**src/rtl/pong_pkg.sv**
```systemverilog
// Shared types and defaults for the pong match-control logic.
//   match_state_t : match FSM states
//   bcd_digit_t   : one BCD digit
//   *_DEFAULT     : default match parameters
package pong_pkg;

  typedef enum logic [1:0] {
    IDLE  = 2'd0,
    SERVE = 2'd1,
    PLAY  = 2'd2,
    OVER  = 2'd3
  } match_state_t;

  typedef logic [3:0] bcd_digit_t;

  localparam int WIN_SCORE_DEFAULT    = 11;
  localparam int PAUSE_FRAMES_DEFAULT = 60;

endpackage

```
**src/rtl/bcd_counter2.sv**
```systemverilog
// Two-digit BCD counter, 00..99.
//   clk   : clock
//   reset : asynchronous active-high reset, clears both digits
//   clr   : synchronous clear (wins over inc)
//   inc   : synchronous increment by one
//   tens  : tens digit
//   ones  : ones digit
module bcd_counter2
  import pong_pkg::*;
(
  input  logic       clk,
  input  logic       reset,
  input  logic       clr,
  input  logic       inc,
  output bcd_digit_t tens,
  output bcd_digit_t ones
);

  bcd_digit_t r_tens;
  bcd_digit_t r_ones;

  always_ff @(posedge clk or posedge reset) begin
    if (reset) begin
      r_tens <= 4'd0;
      r_ones <= 4'd0;
    end else if (clr) begin
      r_tens <= 4'd0;
      r_ones <= 4'd0;
    end else if (inc) begin
      if (r_ones == 4'd9) begin
        r_ones <= 4'd0;
        r_tens <= r_tens + 4'd1;  // the owner never counts past 99
      end else begin
        r_ones <= r_ones + 4'd1;
      end
    end
  end

  assign tens = r_tens;
  assign ones = r_ones;

endmodule

```
**src/rtl/pong_score_keeper.sv**
```systemverilog
// Pong match control: BCD scores, serve pause, game-over and winner.
//   clk, reset        : clock, asynchronous active-high reset
//   tick              : one pulse per video frame (counted only in SERVE)
//   start             : start button level, acted on at its rising edge
//   p1_point/p2_point : scoring pulses from the physics block
//   p1_score_d1/d2    : player 1 score, tens/ones (BCD)
//   p2_score_d1/d2    : player 2 score, tens/ones (BCD)
//   ball_hold         : ball parked at centre (everything except PLAY)
//   game_over         : match finished
//   winner            : 0 = player 1, 1 = player 2, valid with game_over
module pong_score_keeper
  import pong_pkg::*;
#(
  parameter int WIN_SCORE    = WIN_SCORE_DEFAULT,
  parameter int PAUSE_FRAMES = PAUSE_FRAMES_DEFAULT
) (
  input  logic       clk,
  input  logic       reset,
  input  logic       tick,
  input  logic       start,
  input  logic       p1_point,
  input  logic       p2_point,
  output bcd_digit_t p1_score_d1,
  output bcd_digit_t p1_score_d2,
  output bcd_digit_t p2_score_d1,
  output bcd_digit_t p2_score_d2,
  output logic       ball_hold,
  output logic       game_over,
  output logic       winner
);

  localparam bcd_digit_t WIN_TENS   = bcd_digit_t'(WIN_SCORE / 10);
  localparam bcd_digit_t WIN_ONES   = bcd_digit_t'(WIN_SCORE % 10);
  localparam logic [7:0] PAUSE_LOAD = 8'(PAUSE_FRAMES);

  match_state_t r_state, w_state_next;
  logic [7:0]   r_pause, w_pause_next;
  logic         r_start_d;
  logic         r_start_armed;
  logic         r_ball_hold;
  logic         r_game_over;
  logic         r_winner, w_winner_next;

  logic         w_start_rise;
  logic         w_clr, w_inc1, w_inc2;
  logic         w_p1_wins, w_p2_wins;
  bcd_digit_t   w_p1_tens, w_p1_ones, w_p2_tens, w_p2_ones;

  // The edge register resets to 0, so a button held through reset would
  // look like a fresh press on release. The armed flag only allows an edge
  // once start has been seen low after reset.
  assign w_start_rise = start & ~r_start_d & r_start_armed;

  // Win check looks at the score the pending increment would produce.
  assign w_p1_wins = (w_p1_ones == 4'd9) ?
                     ((w_p1_tens + 4'd1) == WIN_TENS && WIN_ONES == 4'd0) :
                     (w_p1_tens == WIN_TENS && (w_p1_ones + 4'd1) == WIN_ONES);
  assign w_p2_wins = (w_p2_ones == 4'd9) ?
                     ((w_p2_tens + 4'd1) == WIN_TENS && WIN_ONES == 4'd0) :
                     (w_p2_tens == WIN_TENS && (w_p2_ones + 4'd1) == WIN_ONES);

  always_comb begin
    w_state_next  = r_state;
    w_pause_next  = r_pause;
    w_winner_next = r_winner;
    w_clr         = 1'b0;
    w_inc1        = 1'b0;
    w_inc2        = 1'b0;
    unique case (r_state)
      IDLE, OVER: begin
        if (w_start_rise) begin
          w_clr        = 1'b1;
          w_pause_next = PAUSE_LOAD;
          w_state_next = SERVE;
        end
      end
      SERVE: begin
        if (r_pause == 8'd0) begin
          w_state_next = PLAY;
        end else if (tick) begin
          w_pause_next = r_pause - 8'd1;
        end
      end
      PLAY: begin
        if (p1_point && p2_point) begin
          w_pause_next = PAUSE_LOAD;
          w_state_next = SERVE;
        end else if (p1_point) begin
          w_inc1 = 1'b1;
          if (w_p1_wins) begin
            w_winner_next = 1'b0;
            w_state_next  = OVER;
          end else begin
            w_pause_next = PAUSE_LOAD;
            w_state_next = SERVE;
          end
        end else if (p2_point) begin
          w_inc2 = 1'b1;
          if (w_p2_wins) begin
            w_winner_next = 1'b1;
            w_state_next  = OVER;
          end else begin
            w_pause_next = PAUSE_LOAD;
            w_state_next = SERVE;
          end
        end
      end
      default: w_state_next = IDLE;
    endcase
  end

  always_ff @(posedge clk or posedge reset) begin
    if (reset) begin
      r_state       <= IDLE;
      r_pause       <= 8'd0;
      r_start_d     <= 1'b0;
      r_start_armed <= 1'b0;
      r_ball_hold   <= 1'b1;
      r_game_over   <= 1'b0;
      r_winner      <= 1'b0;
    end else begin
      r_state       <= w_state_next;
      r_pause       <= w_pause_next;
      r_start_d     <= start;
      r_start_armed <= r_start_armed | ~start;
      // Flag outputs are registered from the next state so they line up
      // with the state register.
      r_ball_hold   <= (w_state_next != PLAY);
      r_game_over   <= (w_state_next == OVER);
      r_winner      <= w_winner_next;
    end
  end

  bcd_counter2 u_p1 (
    .clk   (clk),
    .reset (reset),
    .clr   (w_clr),
    .inc   (w_inc1),
    .tens  (w_p1_tens),
    .ones  (w_p1_ones)
  );

  bcd_counter2 u_p2 (
    .clk   (clk),
    .reset (reset),
    .clr   (w_clr),
    .inc   (w_inc2),
    .tens  (w_p2_tens),
    .ones  (w_p2_ones)
  );

  assign p1_score_d1 = w_p1_tens;
  assign p1_score_d2 = w_p1_ones;
  assign p2_score_d1 = w_p2_tens;
  assign p2_score_d2 = w_p2_ones;
  assign ball_hold   = r_ball_hold;
  assign game_over   = r_game_over;
  assign winner      = r_winner;

endmodule
```
**config.mk**
```make
export PLATFORM = sky130hd
export DESIGN_NAME = pong_score_keeper
export DESIGN_NICKNAME = d
export VERILOG_FILES = /design/src/rtl/pong_pkg.sv /design/src/rtl/bcd_counter2.sv /design/src/rtl/pong_score_keeper.sv
export SDC_FILE = /design/constraint.sdc
export NUM_CORES = 1
export LEC_CHECK = 0
export CAP_MARGIN = 10
export CORE_MARGIN = 5
export CORE_UTILIZATION = 49
export CTS_CLUSTER_DIAMETER = 100
export CTS_CLUSTER_SIZE = 40
export DETAILED_ROUTE_END_ITERATION = 8
export PLACE_DENSITY = 0.76
export SLEW_MARGIN = 20
export SYNTH_ARGS = -nofsm -noshare
export SYNTH_HDL_FRONTEND = slang
export SYNTH_SLANG_ARGS = --single-unit
```
**constraint.sdc**
```tcl
create_clock -name clk -period 2.1 [get_ports clk]
set_input_delay 0.21 -clock clk [delete_from_list [all_inputs] [get_ports clk]]
set_output_delay 0.21 -clock clk [all_outputs]
set_load 0.005 [all_outputs]
```
==> metrics.cfg <==
[status]
status=finished clean

[yosys]
ys_seq_area_frac=0.444
synth_area_sq_um=1750
synth_flop_cell=dfrtp_1
ys_ff_latch=31
netlist_instances=183
syn_area_per_cell_sq_um=9.56
synth_nets=196
async_flop_share=1.00
synthDistinctLibCells=43
yosysWarnings=0
synth_edf_count=0

[layout]
fin_util=0.638
area_growth_pct=23.6
drive_gt1_frac=0.122
finalNetCount=234
n_fill_cell=253
final_area_sq_um=2160
n_antenna_cell=0

[timing]
skew_ns=0.00789
finalSetupViolCount=0
post-route-min-period_ns=2.03
worst_slew_pin_slew_ns=0.470
drv_slew=0
fin_crit_sh=0.967
hold_viol=0
worst_slack_ns=0.0684
tns_ns=0
fmax_ghz=0.492
slew_headroom=0.684

[detailed_routing]
dr.first_iter.drc_count=78
routedWlPerCell_microns=14.3
vias=1465
totalWireLength_microns=3830
post-route-drc-count=0
drtPass1Iterations=4
postRouteAntennaNets=0
wl_met2_microns=2000
vias_per_cell=5.47
maxUsedRoutingLayer=met4
wl_met1_microns=1640
wl_met3_microns=151

[floorplan]
die_height_microns=69.7
die_area_sq_um=4860
die_w_microns=69.7
rows=21
start_util=0.516
core_sq_um=3390
pin_count=25

[power_and_ir_drop]
internal_power_mw=1.00
comb_power_share=0.319
seq_power_share=0.471
peakVddDrop_v=0.000473
leakage_nw=0.957
p_switching_mw=0.566
swShare=0.361
power.density_nw_per_um2=726
pwr-share-clk=0.209

[placed_design]
placed_area_sq_um=2100
dp_hpwl_microns=2950
place_congestion=0.776
port_buffers=24
dp_slack_ns=0.0556

[critical_path]
slowest_delay_ns=0.48
cp_cell_sequence=inv_1 -> ha_1 -> or4b_4 -> o41ai_4 -> a221oi_2 -> buf_4 -> a211o_1
worst-path-max-fanout=15
crit_slowest_cell=or4b_4
cp-end-kind=flip-flop
cp_top_family=compound AO/OA/AOI/OAI gates
critical_path_buf_inv_count=2
critPathKind=reg2reg
cp.arrival_ns=2.24
critPathRequiredTime_ns=2.31
cp-start-kind=flip-flop

[grt]
antenna_found_initial=0
grt_pass1_vias=1545
grt_pass1_wl_microns=6640
grt_max_degree=32
overflow=0
track_usage=0.167

[clock_tree]
cts_tree=done
cts_made_buffers=5
cts.htree.levels=2
clock_latency_ns=0.32
cts_hold_buf=0
cts_root_buf=clkbuf_4
clk_pin_slew_ns=0.10
clkSinkCount=31
clockBufferDepth=2
cts_resized=0
post_cts_buffers=0

[hold_path]
hold_path.class=in2async

[job]
maxCapViolCount=0

## flip-flops by register name (all words and copies together), names as in the netlist, 2 cells and up
register	flops
u_p1.ones	4
r_state	2
u_p2.tens	4
r_pause	8
u_p2.ones	4
u_p1.tens	4
## placed cells by master, fill, tap and decap left out, types with 2 or more instances in the layout
master           count
nand2b_1             3
a22o_1               8
nor3_1               6
a21oi_1              6
o21ai_1              2
buf_4               13
xnor2_1              4
xor2_1               6
or3_1                2
nand3_1              3
dfrtp_1             30
nor4_1               3
o21ai_0              8
nor2_1              24
clkdlybuf4s50_1     24
nor2b_1              6
clkbuf_1             2
clkbuf_4             5
and2_1               2
nor3b_1              4
ha_1                 7
nand4_1              3
nand4b_1             2
nand2_1             17
and3_1               2
inv_1               11
## worst min-delay path, cell delays in order
cell             delay (ns)
clkdlybuf4s50_1        0.39
inv_1                  0.05
buf_4                  0.35
## cell type report
type	count	area, sq um	share of cell area
Clock buffer	7	45.0	0.0208
Clock inverter	1	5.00	0.00231
Inverter	11	41.3	0.0191
Multi-Input combinational cell	135	898	0.416
Sequential cell	31	777	0.359
Tap cell	46	57.6	0.0266
Timing Repair Buffer	37	338	0.156
## worst paths after layout
kind	startpoint	to	slack, ns	cells after the start
max	u_p2.tens[1]$_DFFE_PP0P_	r_pause[7]$_DFFE_PP0P_	0.07	7
min	reset	u_p1.tens[3]$_DFFE_PP0P_	0.26	3
max reg2reg	u_p2.tens[1]$_DFFE_PP0P_	r_pause[7]$_DFFE_PP0P_	0.07	7
min reg2reg	r_start_armed$_DFF_PP0_	r_start_armed$_DFF_PP0_	0.47	1
max in group asynchronous	reset	ball_hold$_DFF_PP1_	1.53	3
min in group clk	start	r_start_d$_DFF_PP0_	0.38	1
## cells in the mapped netlist (all sizes together) (3+ instances only)
library cell / count / area [sq um]
nand2: 17 / 63.8
nor3: 6 / 30.0
nor4: 3 / 18.8
clkbuf: 3 / 11.3
dfrtp: 30 / 751
nand4: 3 / 18.8
xor2: 6 / 52.6
nor2b: 6 / 37.5
a21oi: 7 / 38.8
nand2b: 3 / 18.8
o21ai: 10 / 50.1
nor2: 24 / 90.1
buf: 3 / 21.3
nand3: 3 / 15.0
inv: 11 / 41.3
ha: 7 / 87.6
nor3b: 4 / 30.0
a22o: 8 / 70.1
xnor2: 4 / 35.0
## metrics by stage
stage	total power, mW	hold slack (ns)	cells
floorplan	1.12	0.241	183
global placement	1.21	0.442	259
detailed placement	1.25	0.446	259
CTS	1.57	0.268	267
global route	1.67	0.297	268
finish	1.57	0.256	268
## power by group through the flow
stage	Combinational, mW	Clock (mW)	Sequential (mW)
floorplan	0.398	0	0.726
global placement	0.467	0	0.740
finish	0.501	0.329	0.740
CTS	0.500	0.332	0.738
detailed placement	0.501	0	0.749
global route	0.552	0.365	0.749
## cell families (layout without fill, tap and decap cells)
kind of cell             count (synthesis)  after routing  synth area share
flip-flops                              31             31             0.444
AND/OR/NAND/NOR                         82             82             0.243
buffers and inverters                   17             56            0.0422
multiplexers                             2              2            0.0129
AO/OA/AOI/OAI                           34             34             0.157
XOR/XNOR                                10             10            0.0501
adder cells (fa/ha/maj)                  7              7            0.0501
## layer usage
metal	track usage	vias to the layer above
li1	-	717
met1	0.187	706
met2	0.310	36
met3	0.0406	6
met5	0	-
met4	0.0532	0
No activity file was read; power rests on OpenSTA's default activity.
